==> src/rtl/downsampler2_pkg.sv <==
// Shared sampling constants and types for the 2x down/up-sampler pair.
// Pixel width, default frame geometry and the rounding box-average helper live here.
package downsampler2_pkg;

   localparam int PIX_W       = 8;
   localparam int DEF_FRAME_W = 800;
   localparam int DEF_FRAME_H = 600;
   localparam int CNT_W       = 10;
   localparam int OCNT_W      = 9;
   localparam int PAIR_W      = PIX_W + 1;
   localparam int SUM_W       = PIX_W + 2;

   // Upsampler side: it consumes the half-size frames this block produces.
   localparam int UP_FACTOR   = 2;
   localparam int UP_IN_W     = DEF_FRAME_W / UP_FACTOR;
   localparam int UP_IN_H     = DEF_FRAME_H / UP_FACTOR;

   // Position of an input pixel inside its 2x2 block: {row[0], col[0]}.
   typedef enum logic [1:0] {
      PH_TOP_LEFT  = 2'b00,
      PH_TOP_RIGHT = 2'b01,
      PH_BOT_LEFT  = 2'b10,
      PH_BOT_RIGHT = 2'b11
   } phase_e;

   typedef struct packed {
      logic [CNT_W-1:0] row;
      logic [CNT_W-1:0] col;
   } pos_t;

   typedef struct packed {
      logic [OCNT_W-1:0] row;
      logic [OCNT_W-1:0] col;
   } opos_t;

   // Round-half-up divide by four; 4*255+2 still fits SUM_W bits.
   function automatic logic [PIX_W-1:0] box_avg(input logic [SUM_W-1:0] sum);
      logic [SUM_W-1:0] r;
      r = sum + SUM_W'(2);
      return r[SUM_W-1:2];
   endfunction

endpackage

==> src/rtl/downsampler2_pair_line_buffer.sv <==
// Half-row store of horizontal pair sums; synchronous read, 1-cycle latency, read data held until next read.
// No backpressure: one write and one read port, both always accepted.
module pair_line_buffer
   import downsampler2_pkg::*;
#(
   parameter int DEPTH = DEF_FRAME_W / 2,
   parameter int AW    = $clog2(DEPTH),
   parameter int DW    = PAIR_W
) (
   input  logic          clock,
   input  logic          reset_n,
   input  logic          wr_en,
   input  logic [AW-1:0] wr_addr,
   input  logic [DW-1:0] wr_dat,
   input  logic          rd_en,
   input  logic [AW-1:0] rd_addr,
   output logic [DW-1:0] rd_dat
);

   // Contents are rewritten by every even row before use, so no reset.
   logic [DW-1:0] mem_q [DEPTH];
   logic [DW-1:0] rd_dat_q, rd_dat_d;

   always_ff @(posedge clock) begin
      if (wr_en) begin
         mem_q[wr_addr] <= wr_dat;
      end
   end

   always_comb begin
      rd_dat_d = rd_dat_q;
      if (rd_en) begin
         rd_dat_d = mem_q[rd_addr];
      end
   end

   always_ff @(posedge clock or negedge reset_n) begin
      if (!reset_n) begin
         rd_dat_q <= '0;
      end else begin
         rd_dat_q <= rd_dat_d;
      end
   end

   assign rd_dat = rd_dat_q;

endmodule

==> src/rtl/downsampler2.sv <==
// 2x2 box-average downsampler for raster luminance; one output per odd/odd input pixel, 1-cycle latency.
// No backpressure: input pixels are accepted whenever valid is high, gaps are allowed anywhere.
module downsampler2
   import downsampler2_pkg::*;
#(
   parameter int FRAME_W = DEF_FRAME_W,
   parameter int FRAME_H = DEF_FRAME_H
) (
   input  logic              clock,
   input  logic              reset_n,
   input  logic              frame_start,
   input  logic              valid,
   input  logic [PIX_W-1:0]  data,
   output logic [PIX_W-1:0]  dataout,
   output logic              validout,
   output logic [CNT_W-1:0]  current_rowcount,
   output logic [CNT_W-1:0]  current_colcount,
   output logic [OCNT_W-1:0] out_rowcount,
   output logic [OCNT_W-1:0] out_colcount,
   output logic              frame_done
);

   localparam int               LB_DEPTH = FRAME_W / 2;
   localparam int               LB_AW    = (LB_DEPTH > 1) ? $clog2(LB_DEPTH) : 1;
   localparam logic [CNT_W-1:0] COL_LAST = CNT_W'(FRAME_W - 1);
   localparam logic [CNT_W-1:0] ROW_LAST = CNT_W'(FRAME_H - 1);

   pos_t              pos_q, pos_d, eff;
   opos_t             opos_q, opos_d;
   logic [PIX_W-1:0]  pair_q, pair_d;
   logic [PIX_W-1:0]  dataout_q, dataout_d;
   logic              validout_q, validout_d;
   logic              frame_done_q, frame_done_d;
   phase_e            phase;
   logic              lb_wr_en, lb_rd_en, emit;
   logic [LB_AW-1:0]  lb_addr;
   logic [PAIR_W-1:0] lb_wr_dat, lb_rd_dat;
   logic [SUM_W-1:0]  box_sum;

   always_comb begin
      // frame_start makes this cycle's pixel (if any) land at (0,0).
      eff       = frame_start ? '0 : pos_q;
      phase     = phase_e'({eff.row[0], eff.col[0]});
      lb_addr   = LB_AW'(eff.col >> 1);
      lb_wr_en  = valid && (phase == PH_TOP_RIGHT);
      lb_rd_en  = valid && (phase == PH_BOT_LEFT);
      emit      = valid && (phase == PH_BOT_RIGHT);
      lb_wr_dat = PAIR_W'(pair_q) + PAIR_W'(data);
      box_sum   = SUM_W'(lb_rd_dat) + SUM_W'(pair_q) + SUM_W'(data);

      pos_d = eff;
      if (valid) begin
         if (eff.col == COL_LAST) begin
            pos_d.col = '0;
            pos_d.row = (eff.row == ROW_LAST) ? '0 : eff.row + CNT_W'(1);
         end else begin
            pos_d.col = eff.col + CNT_W'(1);
         end
      end

      pair_d = pair_q;
      if (valid && !eff.col[0]) begin
         pair_d = data;
      end

      opos_d = opos_q;
      if (frame_start) begin
         opos_d = '0;
      end
      if (emit) begin
         opos_d.row = OCNT_W'(eff.row >> 1);
         opos_d.col = OCNT_W'(eff.col >> 1);
      end

      dataout_d    = emit ? box_avg(box_sum) : dataout_q;
      validout_d   = emit;
      frame_done_d = emit && (eff.row == ROW_LAST) && (eff.col == COL_LAST);
   end

   always_ff @(posedge clock or negedge reset_n) begin
      if (!reset_n) begin
         pos_q        <= '0;
         opos_q       <= '0;
         pair_q       <= '0;
         dataout_q    <= '0;
         validout_q   <= 1'b0;
         frame_done_q <= 1'b0;
      end else begin
         pos_q        <= pos_d;
         opos_q       <= opos_d;
         pair_q       <= pair_d;
         dataout_q    <= dataout_d;
         validout_q   <= validout_d;
         frame_done_q <= frame_done_d;
      end
   end

   pair_line_buffer #(
      .DEPTH (LB_DEPTH),
      .AW    (LB_AW),
      .DW    (PAIR_W)
   ) u_line_buf (
      .clock   (clock),
      .reset_n (reset_n),
      .wr_en   (lb_wr_en),
      .wr_addr (lb_addr),
      .wr_dat  (lb_wr_dat),
      .rd_en   (lb_rd_en),
      .rd_addr (lb_addr),
      .rd_dat  (lb_rd_dat)
   );

   assign dataout          = dataout_q;
   assign validout         = validout_q;
   assign frame_done       = frame_done_q;
   assign current_rowcount = pos_q.row;
   assign current_colcount = pos_q.col;
   assign out_rowcount     = opos_q.row;
   assign out_colcount     = opos_q.col;

endmodule

==> config.mk <==
export PLATFORM = sky130hd
export DESIGN_NAME = downsampler2
export DESIGN_NICKNAME = d
export VERILOG_FILES = /design/src/rtl/downsampler2_pkg.sv /design/src/rtl/downsampler2_pair_line_buffer.sv /design/src/rtl/downsampler2.sv
export SDC_FILE = /design/constraint.sdc
export NUM_CORES = 2
export LEC_CHECK = 0
export CAP_MARGIN = 30
export CORE_MARGIN = 10
export CORE_UTILIZATION = 55
export DETAILED_ROUTE_END_ITERATION = 10
export PLACE_DENSITY = 0.71
export SYNTH_ARGS = -nofsm -noshare
export SYNTH_HDL_FRONTEND = slang
export SYNTH_HIERARCHICAL = 1
export SYNTH_SLANG_ARGS = --single-unit
==> constraint.sdc <==
create_clock -name clock -period 20.7 [get_ports clock]
set_input_delay 4.14 -clock clock [delete_from_list [all_inputs] [get_ports clock]]
set_output_delay 4.14 -clock clock [all_outputs]
set_load 0.01 [all_outputs]
==> run_results.csv <==
group,metric,value,unit
worst_hold_path,min_from,"dataout[2]",
synth,number_of_flops_mapped_to_enable_cells_by_yosys,3600,
synth,synth_top_cells_by_count,"sky130_fd_sc_hd__edfxtp_1 (3600), sky130_fd_sc_hd__mux4_2 (804), sky130_fd_sc_hd__nor2_1 (486)",
timing,slew_viol_final,0,
power,p_leak,48.9,nW
placement,dpl.cell_count,10300,
timing,worstMarginPinSlew,1.44,ns
finish,layout.cells.non_filler,11000,
synth,post-synth-top-area-fraction,75.3,%
synth,syn-cell-area,144000,sq um
clock_tree,cts_h_tree_depth,5,
power,report.power.total,0.0166,W
timing,layout_min_cycle_time,9.92,ns
critical_path,critical_path.n_buffers_inverters,6,
synth,synthTopCellsByArea,"sky130_fd_sc_hd__edfxtp_1 (75%), sky130_fd_sc_hd__mux4_2 (13%), sky130_fd_sc_hd__mux2i_1 (1.8%)",
route,avgRoutedWirePerCell,37.6,microns
clock_tree,cts_max_path_buffers,4,
clock_tree,clock_sinks,3665,
synth,yosys.cell_types.count,90,
route,detail_route.first_pass.iterations,6,
timing,relSlewSlack,3.81,%
placement,dp_hpwl,250000,microns
timing,timing.final.hold_violations,0,
timing,final.setup_skew,0.0616,ns
power,power.density_cell_area,103,nW/um^2
critical_path,timing.rr.start,"current_colcount[1]",
critical_path,worst_ep_arrival_time,10.68,ns
flow_run,max-cap-violations,0,
synth,gate_count_post_synth,6949,
synth,synth_top_flop_cell,"sky130_fd_sc_hd__edfxtp_1",
synth,synth_async_sr_flop_share,1.77,%
clock_tree,cts_inserted_buffers,367,
critical_path,crit_path_max_incr_delay,0.81,ns
critical_path,critical_path.startpoint,"frame_start",
synth,netlist.top_cell.by_area,"sky130_fd_sc_hd__edfxtp_1",
die,num_rows,187,
critical_path,element_type_at_the_critical_path_start,"input port",
die,die_area,282000,sq um
die,floorplan.initialDensity,55.3,%
finish,nets,7318,
status,status,"finished clean",
grt,grt_pass1_vias,74300,
synth,yosysWarningCount,6,
synth,postSynthRegisterBits,3665,
timing,max_freq,101,MHz
die,die_h,531,microns
synth,avgSynthCellArea,20.7,sq um
timing,fin_tns_setup,0,ns
critical_path,critPathMaxFanout,88,
route,dr_drc_count,0,
die,floorplan.core_area,260000,sq um
route,total_wire_length,414000,microns
grt,global_route.overflow_total,0,
critical_path,endpoint_kind,"register",
clock_tree,ctsResizeCount,0,
grt,grt_max_degree,232,
route,detail_route.iter0.violations,13300,
finish,area_growth,11.9,%
critical_path,worstPathCellList,"buf_2 > nand2b_1 > inv_8 > buf_4 > buf_4 > buf_12 > buf_4 > mux4_2 > a22oi_1 > nand2_1 > o21ai_0 > o21ai_1 > o22ai_1 > o41ai_2",
clock_tree,cts_hold_repair.buffers,0,
grt,gr-usage-all-layers,28.9,%
power,worst_ir_drop_vdd,0.000107,V
timing,final_min_period_over_clock_period,47.9,%
clock_tree,cts.repair_timing.setup_buffer_count,0,
clock_tree,cts_tree,"built",
critical_path,cpLargestDelayFamily,"buffers and inverters",
route,drt-vias-per-instance,6.99,
synth,postSynthNetCount,6988,
timing,setup-violations-final,0,
timing,rsz_0062_raised_after_global_routing,"no",
finish,final.fill_count,17400,
grt,grt_antenna_before_repair,25,
die,io_pins,60,
critical_path,critPathRequiredTime,21.46,ns
placement,numPortBuffers,59,
synth,post-synth-top-count-cell,"sky130_fd_sc_hd__edfxtp_1",
critical_path,critical-path-slowest-cell,"sky130_fd_sc_hd__buf_4",
clock_tree,worst_setup_hold_path_clk_slew,0.06,ns
route,num_vias,76900,
finish,end_of_flow_core_utilization,61.8,%
placement,place.gp.congestion,0.888,
clock_tree,cts_root_buffer,"sky130_fd_sc_hd__clkbuf_16",
grt,grt_pass1_wl,578000,microns
critical_path,path_class,"in2reg",
route,detail-route-antenna-nets,0,
die,dieWidth,531,microns
clock_tree,clkLatencyLatePin,0.91,ns
finish,drive_gt1_share,22.9,%
critical_path,worst_path_most_repeated_cell,"sky130_fd_sc_hd__buf_4",
timing,fin_worst_hold_slack,0.472,ns
synth,yosysSeqAreaShare,76.4,%
worst_hold_path,min_path_type,"reg2reg",
==> layout by cell type, fill, tap and decap left out, types with 17 or more instances in the layout <==
cell type,count
sky130_fd_sc_hd__mux4_2,804
sky130_fd_sc_hd__nand3_1,80
sky130_fd_sc_hd__buf_6,34
sky130_fd_sc_hd__nor2_1,480
sky130_fd_sc_hd__a22oi_1,156
sky130_fd_sc_hd__clkinv_1,90
sky130_fd_sc_hd__mux2i_1,265
sky130_fd_sc_hd__clkbuf_1,77
sky130_fd_sc_hd__nand4_1,26
sky130_fd_sc_hd__buf_16,18
sky130_fd_sc_hd__nor3_1,44
sky130_fd_sc_hd__o21ai_0,48
sky130_fd_sc_hd__nand2_1,220
sky130_fd_sc_hd__buf_4,241
sky130_fd_sc_hd__nand2b_1,20
sky130_fd_sc_hd__diode_2,26
sky130_fd_sc_hd__and3_1,17
sky130_fd_sc_hd__o22ai_1,115
sky130_fd_sc_hd__edfxtp_1,3600
sky130_fd_sc_hd__clkbuf_16,371
sky130_fd_sc_hd__a21oi_1,120
sky130_fd_sc_hd__a31oi_1,22
sky130_fd_sc_hd__bufinv_16,32
sky130_fd_sc_hd__nor4_1,18
sky130_fd_sc_hd__clkdlybuf4s50_1,57
sky130_fd_sc_hd__clkinv_2,65
sky130_fd_sc_hd__ha_1,18
sky130_fd_sc_hd__o221ai_1,49
sky130_fd_sc_hd__a211oi_1,18
sky130_fd_sc_hd__dfrtp_1,65
sky130_fd_sc_hd__nor2b_1,21
==> sequential cells by signal, indices dropped and copies added, names as in the netlist <==
signal             count
current_colcount      10
current_rowcount      10
dataout                8
frame_done             1
out_colcount           9
out_rowcount           9
pair_q                 8
u_line_buf/mem_q    3600
u_line_buf/rd_dat      9
validout               1
==> layer usage <==
| metal | routed length (microns) | track usage, % | up-vias |
|---|---|---|---|
| li1 | - | - | 29600 |
| met1 | 143000 | 39.2 | 40100 |
| met2 | 187000 | 43.0 | 6161 |
| met3 | 60300 | 9.53 | 1109 |
| met4 | 23100 | 13.5 | 16 |
| met5 | 115 | 0 | - |
==> area by class of cell <==
cell class / count / area [sq um] / share of cell area (%)
antenna: 26 / 65.1 / 0.0405
clock buffer: 449 / 9590 / 5.97
clock inverter: 219 / 2040 / 1.27
inverter: 22 / 104 / 0.0647
multi-input combinational: 2845 / 31200 / 19.4
sequential: 3665 / 110000 / 68.3
tap: 3402 / 4260 / 2.65
timing repair buffer: 378 / 3630 / 2.26
==> logic make-up (layout without fill, tap and decap cells) <==
group | Yosys count | in the layout | synth area share [%]
and+or+nand+nor | 1040 | 1040 | 3.24
adders and majority gates | 27 | 27 | 0.277
AOI/OAI and AO/OA | 668 | 668 | 3.21
xor gates and xnor gates | 20 | 20 | 0.122
muxes | 1090 | 1090 | 14.7
other | 0 | 26 | 0
DFF | 3665 | 3665 | 76.4
buffers and inverters | 439 | 1068 | 2.05
==> tightest hold or removal path: cells and delay by family (launching register included) <==
kind | cells | cell delay [ns]
flops | 1 | 0.34
compound gates | 1 | 0.05
simple gates | 1 | 0.04
==> path summary, 6_finish.rpt <==
kind	slack [ns]	cells past startpoint	end
worst max-delay path	10.78	14	u_line_buf/rd_dat[0]
worst min-delay path	0.47	2	dataout[2]
worst max register to register	14.20	13	u_line_buf/rd_dat[0]
worst min register to register	0.47	2	dataout[2]
max in group asynchronous	16.90	2	out_colcount[7]
min in group asynchronous	3.19	1	dataout[3]
==> metrics by stage <==
stage | area, sq um | setup WS [ns]
finish | 161000 | 10.78
detailed placement | 148000 | 9.84
floorplan | 144000 | 2.14
global route | 161000 | 10.39
global placement | 147000 | 9.64
CTS | 160000 | 10.77
==> where the power goes <==
group / total, W / switching, W / leakage, nW / internal, W
registers: 0.00886 / 0.00000360 / 33.3 / 0.00886
clock network: 0.00648 / 0.00278 / 5.65 / 0.00370
logic: 0.00125 / 0.000986 / 9.98 / 0.000264
total: 0.0166 / 0.00377 / 48.9 / 0.0128
No activity file was read; power rests on OpenSTA's default activity.
